`src/rtl/uart_status_tx_if.sv`:
```
// Write port towards the simpleuart data register: strobe and data go out,
// the busy/wait indication comes back.
interface uart_status_tx_if;
    logic        reg_dat_we;
    logic [31:0] reg_dat_di;
    logic        reg_dat_wait;

    modport master (
        output reg_dat_we,
        output reg_dat_di,
        input  reg_dat_wait
    );

    modport slave (
        input  reg_dat_we,
        input  reg_dat_di,
        output reg_dat_wait
    );
endinterface

```
`src/rtl/uart_status_tx.sv`:
```
// Status reporter: on a trigger or periodic tick, writes a 9-byte ASCII frame
// "S<r><g><b> <hex hi><hex lo>\r\n" into the simpleuart data register.
module uart_status_tx #(
    parameter int unsigned AUTO_PERIOD = 32'd12000000
) (
    input  logic                    hw_clk,
    input  logic                    reset,
    input  logic                    trigger,
    input  logic [2:0]              rgb,
    input  logic [7:0]              rx_count,
    uart_status_tx_if.master        dat,
    output logic                    busy,
    output logic                    done
);

    typedef enum logic [1:0] {
        ST_IDLE = 2'd0,
        ST_SEND = 2'd1,
        ST_DONE = 2'd2
    } state_e;

    localparam bit          AUTO_EN   = (AUTO_PERIOD != 32'd0);
    localparam logic [31:0] PERIOD_M1 = AUTO_PERIOD - 32'd1;

    state_e      state_q;
    logic [3:0]  idx_q;
    logic        we_q;
    logic [7:0]  di_q;
    logic        busy_q;
    logic        done_q;
    logic        pending_q;
    logic [2:0]  snap_rgb_q;
    logic [7:0]  snap_cnt_q;
    logic [31:0] tick_cnt_q;
    logic [31:0] tick_cnt_d;

    logic        tick_s;
    logic        req_s;
    logic        start_s;
    logic        accept_s;

    function automatic logic [7:0] hex_ascii(input logic [3:0] nib);
        if (nib < 4'd10) begin
            hex_ascii = 8'h30 + {4'h0, nib};
        end else begin
            hex_ascii = 8'h37 + {4'h0, nib};
        end
    endfunction

    function automatic logic [7:0] frame_byte(input logic [3:0] idx,
                                              input logic [2:0] led,
                                              input logic [7:0] cnt);
        case (idx)
            4'd0:    frame_byte = 8'h53;
            4'd1:    frame_byte = {7'h18, led[2]};
            4'd2:    frame_byte = {7'h18, led[1]};
            4'd3:    frame_byte = {7'h18, led[0]};
            4'd4:    frame_byte = 8'h20;
            4'd5:    frame_byte = hex_ascii(cnt[7:4]);
            4'd6:    frame_byte = hex_ascii(cnt[3:0]);
            4'd7:    frame_byte = 8'h0D;
            4'd8:    frame_byte = 8'h0A;
            default: frame_byte = 8'h00;
        endcase
    endfunction

    // Free-running report period counter; tick fires on the wrap cycle.
    always_comb begin
        tick_cnt_d = tick_cnt_q;
        tick_s     = 1'b0;
        if (!AUTO_EN) begin
            tick_cnt_d = 32'd0;
        end else if (tick_cnt_q == PERIOD_M1) begin
            tick_cnt_d = 32'd0;
            tick_s     = 1'b1;
        end else begin
            tick_cnt_d = tick_cnt_q + 32'd1;
        end
    end

    // Frame start decision and write acceptance.
    always_comb begin
        req_s    = trigger | tick_s;
        accept_s = we_q & ~dat.reg_dat_wait;
        case (state_q)
            ST_IDLE: start_s = req_s;
            ST_DONE: start_s = req_s | pending_q;
            default: start_s = 1'b0;
        endcase
    end

    // Period counter register.
    always_ff @(posedge hw_clk) begin
        if (reset) begin
            tick_cnt_q <= 32'd0;
        end else begin
            tick_cnt_q <= tick_cnt_d;
        end
    end

    // Frame sequencer with registered write port and status outputs.
    always_ff @(posedge hw_clk) begin
        if (reset) begin
            state_q    <= ST_IDLE;
            idx_q      <= 4'd0;
            we_q       <= 1'b0;
            di_q       <= 8'h00;
            busy_q     <= 1'b0;
            done_q     <= 1'b0;
            pending_q  <= 1'b0;
            snap_rgb_q <= 3'b000;
            snap_cnt_q <= 8'h00;
        end else begin
            done_q <= 1'b0;
            if (start_s) begin
                // Byte 0 is a constant, so the fresh snapshot is not needed yet.
                state_q    <= ST_SEND;
                snap_rgb_q <= rgb;
                snap_cnt_q <= rx_count;
                idx_q      <= 4'd0;
                we_q       <= 1'b1;
                di_q       <= frame_byte(4'd0, rgb, rx_count);
                busy_q     <= 1'b1;
                pending_q  <= 1'b0;
            end else begin
                case (state_q)
                    ST_IDLE: begin
                        state_q <= ST_IDLE;
                    end
                    ST_SEND: begin
                        if (req_s) begin
                            pending_q <= 1'b1;
                        end
                        if (accept_s) begin
                            if (idx_q == 4'd8) begin
                                state_q <= ST_DONE;
                                idx_q   <= 4'd0;
                                we_q    <= 1'b0;
                                di_q    <= 8'h00;
                                busy_q  <= 1'b0;
                                done_q  <= 1'b1;
                            end else begin
                                idx_q <= idx_q + 4'd1;
                                di_q  <= frame_byte(idx_q + 4'd1, snap_rgb_q, snap_cnt_q);
                            end
                        end
                    end
                    ST_DONE: begin
                        state_q <= ST_IDLE;
                    end
                    default: begin
                        state_q   <= ST_IDLE;
                        idx_q     <= 4'd0;
                        we_q      <= 1'b0;
                        di_q      <= 8'h00;
                        busy_q    <= 1'b0;
                        pending_q <= 1'b0;
                    end
                endcase
            end
        end
    end

    assign dat.reg_dat_we = we_q;
    assign dat.reg_dat_di = {24'h000000, di_q};
    assign busy           = busy_q;
    assign done           = done_q;

endmodule

```
`src/flat_wrapper.sv`:
```
// flat-port wrapper written by rule: the top's interface ports become plain ports
module uart_status_tx_flat 
#(
    parameter int unsigned AUTO_PERIOD = 32'd12000000
)
  (hw_clk, reset, trigger, rgb, rx_count, busy, done, dat_reg_dat_we, dat_reg_dat_di, dat_reg_dat_wait);
  uart_status_tx_if dat_i ();
  input  logic hw_clk;
  input  logic reset;
  input  logic trigger;
  input  logic [2:0] rgb;
  input  logic [7:0] rx_count;
  output logic busy;
  output logic done;
  output wire logic [$bits(dat_i.reg_dat_we)-1:0] dat_reg_dat_we;
  output wire logic [$bits(dat_i.reg_dat_di)-1:0] dat_reg_dat_di;
  input wire logic [$bits(dat_i.reg_dat_wait)-1:0] dat_reg_dat_wait;
  assign dat_reg_dat_we = dat_i.reg_dat_we;
  assign dat_reg_dat_di = dat_i.reg_dat_di;
  assign dat_i.reg_dat_wait = dat_reg_dat_wait;
  uart_status_tx #(.AUTO_PERIOD(AUTO_PERIOD)) u_core (.hw_clk(hw_clk), .reset(reset), .trigger(trigger), .rgb(rgb), .rx_count(rx_count), .dat(dat_i), .busy(busy), .done(done));
endmodule
```
`config.mk`:
```
export PLATFORM = sky130hd
export DESIGN_NAME = uart_status_tx_flat
export DESIGN_NICKNAME = d
export VERILOG_FILES = /design/src/rtl/uart_status_tx_if.sv /design/src/rtl/uart_status_tx.sv /design/src/flat_wrapper.sv
export SDC_FILE = /design/constraint.sdc
export NUM_CORES = 1
export LEC_CHECK = 0
export CORE_UTILIZATION = 35
export DETAILED_ROUTE_END_ITERATION = 7
export PLACE_DENSITY_LB_ADDON = 0.15
export SYNTH_ARGS = -nofsm -noshare
export SYNTH_HDL_FRONTEND = slang
export SYNTH_SLANG_ARGS = --single-unit
export TNS_END_PERCENT = 20
```
`constraint.sdc`:
```
create_clock -name hw_clk -period 3.1 [get_ports hw_clk]
set_input_delay 0.775 -clock hw_clk [delete_from_list [all_inputs] [get_ports hw_clk]]
set_output_delay 0.775 -clock hw_clk [all_outputs]
set_load 0.02 [all_outputs]
```
==> results of run 1 <==
final cells by class:
type	count	share of cell area (%)
multi-input combinational	305	51.0
clock buffer	13	4.45
sequential	59	31.1
clock inverter	2	0.264
inverter	14	1.39
timing repair buffer	30	7.52
tap	129	4.25
critical path: stages (launching register included):
cell                        delay, ps
sky130_fd_sc_hd__dfxtp_1          460
sky130_fd_sc_hd__inv_1            150
sky130_fd_sc_hd__ha_1             360
sky130_fd_sc_hd__nand3b_1         240
sky130_fd_sc_hd__nand3b_1         190
sky130_fd_sc_hd__nor2_1           260
sky130_fd_sc_hd__nand4_1          210
sky130_fd_sc_hd__a2111oi_2        330
report_power, final:
part	total (mW)	internal, mW	switching, mW
logic	0.160	0.0664	0.0939
registers	0.802	0.779	0.0229
clock network	0.655	0.349	0.307
cell usage after synthesis, types with 10 or more instances:
library cell | instances | area, um^2
sky130_fd_sc_hd__nand2_1 | 41 | 154
sky130_fd_sc_hd__buf_4 | 27 | 203
sky130_fd_sc_hd__mux2i_1 | 12 | 120
sky130_fd_sc_hd__clkbuf_1 | 10 | 37.5
sky130_fd_sc_hd__nand3_1 | 11 | 55.1
sky130_fd_sc_hd__o21ai_0 | 14 | 70.1
sky130_fd_sc_hd__inv_1 | 13 | 48.8
sky130_fd_sc_hd__nor2_1 | 41 | 154
sky130_fd_sc_hd__nor3_1 | 12 | 60.1
sky130_fd_sc_hd__xor2_1 | 17 | 149
sky130_fd_sc_hd__xnor2_1 | 13 | 114
sky130_fd_sc_hd__dfxtp_1 | 59 | 1180
sky130_fd_sc_hd__nand4_1 | 17 | 106
final timing paths:
check | endpoint | depth (start not counted)
max | u_core.di_q[5] | 7
min | u_core.pending_q | 2
max reg2reg | u_core.di_q[5] | 7
min reg2reg | u_core.pending_q | 2
cells by family after synthesis:
family / share of synthesized area (%)
and+or+nand+nor: 27.0
adders and majority gates: 2.98
other: 0.112
xor gates and xnor gates: 7.83
muxes: 3.58
DFF: 35.2
AOI/OAI and AO/OA: 13.5
buffers and inverters: 9.81
layer usage:
| layer | global-route usage [%] | up-vias | routed length (um) |
|---|---|---|---|
| met5 | 0 | - | 0 |
| met4 | 6.45 | 0 | 124 |
| met3 | 3.97 | 13 | 248 |
| met2 | 25.4 | 43 | 3350 |
| met1 | 19.1 | 1254 | 3480 |
| li1 | - | 1393 | - |
registers in the layout (all words and copies together) (netlist names):
register               count
u_core.state_q             2
u_core.pending_q           1
u_core.di_q                7
u_core.snap_cnt_q          8
u_core.done                1
u_core.tick_cnt_q         32
u_core.idx_q               4
u_core.snap_rgb_q          3
u_core.dat.reg_dat_we      1
cell usage in the layout (no fill, tap or decap), drive strengths merged, types with 3 or more instances in the layout:
cell / count
and4: 3
mux2i: 12
a31oi: 3
clkbuf: 13
a21o: 4
nand3b: 5
xnor2: 13
nor2b: 4
nor4: 7
dfxtp: 59
o21ai: 15
nor3b: 3
clkdlybuf4s50: 24
or3: 5
nand2: 42
inv: 14
nand3: 13
xor2: 17
a221oi: 3
nor2: 42
conb: 25
a21boi: 3
buf: 6
ha: 8
and3: 4
o22ai: 3
nor3: 13
a22oi: 4
a21oi: 8
nand4: 17
==> summary.md, run 1 <==
| Metric | Value |
|---|---|
| Detailed-route DRC error count | 0 |
| Number of levels the H-tree was split into | 3 |
| Type of element capturing the critical path | register |
| Wirelength, routed | 7.20 mm |
| Port Buf Inserts | 24 |
| Core area | a little over 9000 um^2 |
| Data arrival time at the worst-slack endpoint | 2550 ps |
| Cell Area, Synth | between 3000 and 4000 um^2 |
| Clock sink count | 59 |
| Clock buffers created by TritonCTS | 9 |
| Area of the die | 9980 um^2 |
| Synth-to-layout area growth | 13.1% |
| Worst IR Drop VDD | 252 uV |
| Total congestion overflow after global routing | 0 |
| Number of inserted filler cells in the final layout | 968 |
| Clock tree from TritonCTS | built |
| Reg-to-reg slack, setup | about 790 ps |
| Vias in the first global route | roughly 2,500 |
| Clk slew on worst S/H paths | ~70 ps |
| Setup-failing EPs final | 0 |
| Area after detailed placement | around 3600 um^2 |
| Category of the worst setup path launch point | register |
| HPWL reported at the end of detailed placement | between 5 and 6 mm |
| Antenna violation net count after detailed routing | 0 |
| Share of flip-flops with an asynchronous set or reset after synthesis | 0% |
| Final critical-path required period | between 2000 and 2500 ps |
| Y dimension of the die | 99.9 um |
| N_diodes | 0 |
| Flip-flop and latch count after synthesis | slightly below 60 |
| Maximum fanout along the worst path | 12 |
| Die X-Extent | between 90 and 100 um |
| Row count | 35 |
| Post-synth EDFFs | 0 |
| FF/Latch Area | approximately 1200 um^2 |
| Highest clock rate | between 0.4 and 0.5 GHz |
| Starting density of the core | between 30% and 40% |
| Worst slew margin relative to its limit | between 50% and 60% |
| Nets | 442 |
| Number of warnings issued by yosys | 0 |
| Minimum setup slack after placement | around 630 ps |
| Number of instances in the placed design | roughly 540 |
| Post CTS Setup Buffer Count | 0 |
| Critical path start-end classification | register to register |
| Final worst path period share | about three quarters |
| Clk_skew | 6.53 ps |
| Critical register-to-register path startpoint | u_core.idx_q[0] |
| Maximum clock insertion buffer count | 2 |
| Routability cong. | just over 0.8 |
| Cell count after synthesis | 397 |
| Worst-margin pin slew | about 630 ps |
| Vias | roughly 2,700 |
| Hold Crit Start | u_core.pending_q |
| Skew-Pair Late Insertion Delay | about 350 ps |
| Register area share after synthesis | 35.2% |
| Total Power | around 1.6 mW |
| Maximum number of pins on one net before global-route repair | 31 |
| Via count normalized by instance count | 4.90 |
| MaxCap Viol Count | 0 |
| Worst Hold Class | register to register |
| Launching element of the worst setup path | u_core.idx_q[0] |
| Combined area of the multi-input logic cells | between 1500 and 2000 um^2 |
| Leakage power of the design | around 1.4 nW |
| Number of antenna violations at the first check in global routing | 0 |
| Non-Filler Cell Area, Final | 3790 um^2 |
| Post-Synthesis Mean Instance Area | between 8 and 9 um^2 |
| Dominant register cell in the synthesized netlist | sky130_fd_sc_hd__dfxtp_1 |
| Pins over their slew limit | 0 |
| Number of buffers inserted by hold repair at cts | 0 |
| Root cell of the clock tree | sky130_fd_sc_hd__clkbuf_8 |
| Global routing usage summed across all routing layers | 15.4% |
| Setup TNS | 0 ps |
| Top-level port count | 50 |
| WP data required | ~3300 ps |
| Setup WS post-layout | between 700 and 800 ps |
| Run status | completed |
| Final hold violations | 0 |
| Share of cells above drive strength 1 | under 10% |
| Iter 0 DRT Violations | 47 |
| Wire length of the first global-routing pass | roughly 12 mm |
| Total iterations of the first detailed-routing run | 6 |
| Fraction of the core area covered by cells at the end of the flow | between 40% and 50% |
| Layout Cells excl Fill | around 550 |
| WL/cell | between 10 and 15 um |
| Number of distinct library cells after synthesis | 62 |
| Power Density | around 430 nW/um^2 |
| RSZ-0062 raised after global routing | false |
| Number of gates resized after CTS | 0 |
| Post-route worst hold slack | around 460 ps |
(Power assumes the default switching activity.)
==> run 2, diff against run 1 <==
- clock period: 3.1 -> 2.05 ns (I/O delays scaled with it)
==> summary.md, run 2 (synthesis results as in run 1) <==
| Metric | Value |
|---|---|
| Total Power | 2.50 mW |
| Number of flip-flops in the largest register | 32 |
| Via count normalized by instance count | a little under 5 |
| Post CTS Setup Buffer Count | 0 |
| Setup-failing EPs final | 0 |
| Root cell of the clock tree | sky130_fd_sc_hd__clkbuf_8 |
| Worst Hold Class | register to register |
| Run status | completed |
| Leakage power of the design | 1.48 nW |
| RSZ-0062 raised after global routing | false |
| WL/cell | 12.7 um |
| Setup WS post-layout | ~140 ps |
| Die X-Extent | about 100 um |
| Number of levels the H-tree was split into | 3 |
| Clk slew on worst S/H paths | approximately 60 ps |
| Area of the die | ~10000 um^2 |
| Pins over their slew limit | 0 |
| Clock sink count | just under 60 |
| N_diodes | 0 |
| Highest clock rate | between 0.5 and 0.6 GHz |
| WL met2 | 3.48 mm |
| Number of inserted filler cells in the final layout | roughly 950 |
| Largest registers | u_core.tick_cnt_q x32, u_core.snap_cnt_q x8, u_core.di_q x7 |
| Register with the most flip-flops | u_core.tick_cnt_q |
| Routability cong. | about 0.78 |
| Clk_skew | about 9.6 ps |
| Clock tree from TritonCTS | built |
| Core area | ~9300 um^2 |
| Vias in the first global route | approximately 2,500 |
| Maximum clock insertion buffer count | 2 |
| Number of antenna violations at the first check in global routing | 0 |
| Nets | 460 |
| Final hold violations | 0 |
| Starting density of the core | ~36% |
| Wirelength, routed | slightly above 7 mm |
| Vias | ~2,800 |
| Synth-to-layout area growth | 18.5% |
| Most common cell after layout, fill and taps aside | sky130_fd_sc_hd__dfxtp_1 |
| Data arrival time at the worst-slack endpoint | around 2100 ps |
| Port Buf Inserts | 24 |
| WP data required | approximately 2300 ps |
| Fraction of the core area covered by cells at the end of the flow | a little over two fifths |
| Area after detailed placement | approximately 3800 um^2 |
| FF/Latch Area | between 1000 and 1500 um^2 |
| Y dimension of the die | approximately 100 um |
| Setup TNS | 0 ps |
| Post-route worst hold slack | roughly 470 ps |
| Met1 wire length | ~3.4 mm |
| MaxCap Viol Count | 0 |
| Highest metal used | met4 |
| Worst IR Drop VDD | about 240 uV |
| Maximum number of pins on one net before global-route repair | 31 |
| Maximum fanout along the worst path | 8 |
| Category of the worst setup path launch point | register |
| Commonest cells after routing, fill and taps aside | sky130_fd_sc_hd__dfxtp_1 (57), sky130_fd_sc_hd__nand2_1 (41), sky130_fd_sc_hd__nor2_1 (41) |
| Total iterations of the first detailed-routing run | 6 |
| Power Density | between 600 and 700 nW/um^2 |
| Register-to-Register Path Depth | 5 |
| Antenna violation net count after detailed routing | 0 |
| Skew-Pair Late Insertion Delay | 340 ps |
| Share of cells above drive strength 1 | between 10% and 20% |
| Minimum setup slack after placement | -35.0 ps |
| Layout Cells excl Fill | about 570 |
| HPWL reported at the end of detailed placement | 5.26 mm |
| Iter 0 DRT Violations | 68 |
| Type of element capturing the critical path | register |
| Detailed-route DRC error count | 0 |
| Total congestion overflow after global routing | 0 |
| Wire length of the first global-routing pass | roughly 12 mm |
| Global routing usage summed across all routing layers | around 16% |
| Combined area of the multi-input logic cells | about 1900 um^2 |
| Non-Filler Cell Area, Final | 3980 um^2 |
| Top-level port count | 50 |
| Final critical-path required period | around 1900 ps |
| Clock buffers created by TritonCTS | 9 |
| Met3 wirelength from detailed routing | between 200 and 300 um |
| Critical path start-end classification | register to register |
| Row count | 35 |
| Number of instances in the placed design | between 500 and 600 |
| Final worst path period share | between 90% and 100% |
| Worst hold stages | 2 |
-- run 2: cell types whose count changed in the layout (fill, tap and decap cells not counted) --
| cell | before | now |
|---|---|---|
| sky130_fd_sc_hd__buf_4 | 6 | 22 |
| sky130_fd_sc_hd__buf_12 | 0 | 2 |
| sky130_fd_sc_hd__dfxtp_1 | 59 | 57 |
| sky130_fd_sc_hd__dfxtp_2 | 0 | 2 |
| sky130_fd_sc_hd__clkbuf_1 | 1 | 2 |
| sky130_fd_sc_hd__clkbuf_8 | 12 | 13 |
| sky130_fd_sc_hd__clkinv_2 | 2 | 1 |
| sky130_fd_sc_hd__xor2_1 | 17 | 16 |
| sky130_fd_sc_hd__xor2_2 | 0 | 1 |
-- run 2: worst paths after layout --
kind	start	to	slack [ps]
max	u_core.idx_q[3]	u_core.di_q[1]	140
min reg2reg	u_core.snap_rgb_q[2]	u_core.snap_rgb_q[2]	470
max reg2reg	u_core.idx_q[3]	u_core.di_q[1]	140
min	u_core.snap_rgb_q[2]	u_core.snap_rgb_q[2]	470
-- run 2: area by class of cell --
cell class	count	area share, %
multi-input combinational	305	48.8
sequential	59	29.8
timing repair buffer	48	11.2
clock buffer	15	4.69
tap	129	4.06
inverter	14	1.32
clock inverter	1	0.126
-- run 2: where the power goes --
part	total, mW	internal (mW)	switching (mW)
registers	1.21	1.18	0.0351
clock network	1.03	0.571	0.456
logic	0.257	0.112	0.144
total	2.50	1.86	0.635
-- run 2: metal layers --
metal | vias to the layer above | GRT usage, %
met5 | - | 0
met4 | 0 | 7.47
met3 | 13 | 3.97
met2 | 61 | 25.7
met1 | 1265 | 18.9
li1 | 1432 | -
-- run 2: repair_timing --
action,4_1_cts,5_1_grt
gates resized for setup,0,3
hold buffers,0,0
setup endpoints to repair,0,3
-- run 2: critical path, stage by stage, from the launching register on --
cell                      delay [ps]
sky130_fd_sc_hd__dfxtp_1         500
sky130_fd_sc_hd__a21bo_2         290
sky130_fd_sc_hd__a41oi_2         380
sky130_fd_sc_hd__o21ai_0         200
sky130_fd_sc_hd__a32o_1          280
sky130_fd_sc_hd__a21o_1          150
==> run 3, diff against run 2 <==
- REMOVE_ABC_BUFFERS: unset -> 1
==> summary.md, run 3 (synthesis results as in run 1) <==
| Metric | Value |
|---|---|
| Run status | completed |
| Synth-to-layout area growth | 19.6% |
| Global routing usage summed across all routing layers | 15.8% |
| Slowest cell on the critical path | sky130_fd_sc_hd__dfxtp_1 |
| Wirelength, routed | 7.39 mm |
| Vias in the first global route | 2,668 |
| N_diodes | 0 |
| Minimum setup slack after placement | -58.8 ps |
| Leakage power of the design | around 1.5 nW |
| Largest registers | u_core.tick_cnt_q x32, u_core.snap_cnt_q x8, u_core.di_q x7 |
| Type of element capturing the critical path | register |
| Clk slew on worst S/H paths | 70 ps |
| Number of levels the H-tree was split into | 3 |
| Nets | 464 |
| Root cell of the clock tree | sky130_fd_sc_hd__clkbuf_8 |
| Core area | roughly 9300 um^2 |
| Most common cell after layout, fill and taps aside | sky130_fd_sc_hd__dfxtp_1 |
| MaxCap Viol Count | 0 |
| Row count | 35 |
| Area of the die | 9980 um^2 |
| Clk_skew | about 8.6 ps |
| Setup WS post-layout | between 150 and 200 ps |
| Register with the most flip-flops | u_core.tick_cnt_q |
| Y dimension of the die | 99.9 um |
| Power Density | between 600 and 700 nW/um^2 |
| Category of the worst setup path launch point | register |
| Skew-Pair Late Insertion Delay | 330 ps |
| Worst IR Drop VDD | 382 uV |
| Starting density of the core | about 36% |
| Sequence of cells on the critical path | ha_2, nand2_1, nor3_2, and4_2, o31a_1, buf_12, mux2i_1 |
| Total Power | about 2.6 mW |
| Number of inserted filler cells in the final layout | about 960 |
| Number of antenna violations at the first check in global routing | 0 |
| Buffers & Inverters on Critical Path | 1 |
| Routability cong. | 0.798 |
| WL met2 | between 3 and 4 mm |
| Wire length of the first global-routing pass | approximately 12 mm |
| Highest clock rate | about 0.54 GHz |
| Die X-Extent | ~100 um |
| Highest metal used | met4 |
| Met1 wire length | between 3 and 4 mm |
| Pins over their slew limit | 0 |
| Met3 wirelength from detailed routing | between 200 and 300 um |
| Post CTS Setup Buffer Count | 0 |
| WP data required | roughly 2300 ps |
| Via count normalized by instance count | 4.92 |
| Share of cells above drive strength 1 | between 10% and 20% |
| Total iterations of the first detailed-routing run | 4 |
| Maximum fanout along the worst path | 20 |
| Maximum number of pins on one net before global-route repair | 31 |
| Antenna violation net count after detailed routing | 0 |
| Total congestion overflow after global routing | 0 |
| Setup-failing EPs final | 0 |
| Critical path start-end classification | register to register |
| Detailed-route DRC error count | 0 |
| Post-route worst hold slack | about 460 ps |
| RSZ-0062 raised after global routing | true |
| Largest stage delay on the critical path | 410 ps |
| Fraction of the core area covered by cells at the end of the flow | between 40% and 50% |
| Final worst path period share | approximately 91% |
| Commonest cells after routing, fill and taps aside | sky130_fd_sc_hd__dfxtp_1 (59), sky130_fd_sc_hd__nand2_1 (41), sky130_fd_sc_hd__nor2_1 (41) |
| Clock tree from TritonCTS | built |
| Worst Hold Class | register to register |
| Top-level port count | 50 |
| Number of flip-flops in the largest register | 32 |
| Clock buffers created by TritonCTS | 9 |
| Data arrival time at the worst-slack endpoint | 2120 ps |
| Maximum clock insertion buffer count | 2 |
| Final critical-path required period | between 1500 and 2000 ps |
| Family with the most delay on the worst path | simple AND/OR/NAND/NOR gates |
| HPWL reported at the end of detailed placement | 5.40 mm |
| Port Buf Inserts | 24 |
| Clock sink count | just under 60 |
| Final hold violations | 0 |
| WL/cell | around 13 um |
| Vias | roughly 2,800 |
| Iter 0 DRT Violations | 98 |
run 3: changes by cell type in the layout (fill, tap and decap cells not counted), sizes merged:
cell,before,now
clkinv,1,3
clkbuf,15,10
bufinv,0,2
buf,24,28
run 3: stage by stage:
step           cell area [um^2]  std cells  TNS [ps]
2_1_floorplan              3170        378     -5030
3_3_place_gp               3790        559         0
3_5_place_dp               3790        559      -110
4_1_cts                    4000        574         0
5_1_grt                    4010        574     -4.49
6_report                   4010        574         0
run 3: repair_timing:
| item | 4_1_cts | 5_1_grt |
|---|---|---|
| endpoints found under the setup margin | 0 | 27 |
| hold buffers | 0 | 0 |
| resized for setup | 0 | 4 |
run 3: layout make-up:
| cell class | instances | area [um^2] | share of cell area (%) |
|---|---|---|---|
| multi-input cells | 305 | 1940 | 48.5 |
| flip-flops and latches | 59 | 1180 | 29.4 |
| repair buffers | 52 | 467 | 11.6 |
| well taps | 129 | 161 | 4.02 |
| clock buffers | 10 | 128 | 3.18 |
| clock inverters | 5 | 78.8 | 1.96 |
| inverters | 14 | 52.6 | 1.31 |
run 3: layer usage:
layer,vias to the layer above,track usage (%)
met4,0,6.45
met3,15,4.04
li1,1437,-
met1,1303,18.7
met2,70,27.3
met5,-,0
run 3: power by group:
group          leakage (nW)  switching (mW)  internal (mW)
Combinational         0.916           0.147          0.111
Sequential            0.479          0.0349           1.18
Clock                 0.106           0.460          0.676
Total                  1.50           0.641           1.96
run 3: worst reg2reg max path, stage by stage, from the launching register on:
cell                      delay, ps
sky130_fd_sc_hd__dfxtp_1        410
sky130_fd_sc_hd__ha_2           240
sky130_fd_sc_hd__nand2_1         80
sky130_fd_sc_hd__nor3_2         190
sky130_fd_sc_hd__and4_2         290
sky130_fd_sc_hd__o31a_1         180
sky130_fd_sc_hd__buf_12         190
sky130_fd_sc_hd__mux2i_1        210
run 3: worst paths after layout:
check	from	to	slack, ps	cells after the start
max	u_core.tick_cnt_q[0]	u_core.snap_rgb_q[1]	180	7
min	u_core.snap_rgb_q[0]	u_core.snap_rgb_q[0]	460	2
max reg2reg	u_core.tick_cnt_q[0]	u_core.snap_rgb_q[1]	180	7
min reg2reg	u_core.snap_rgb_q[0]	u_core.snap_rgb_q[0]	460	2
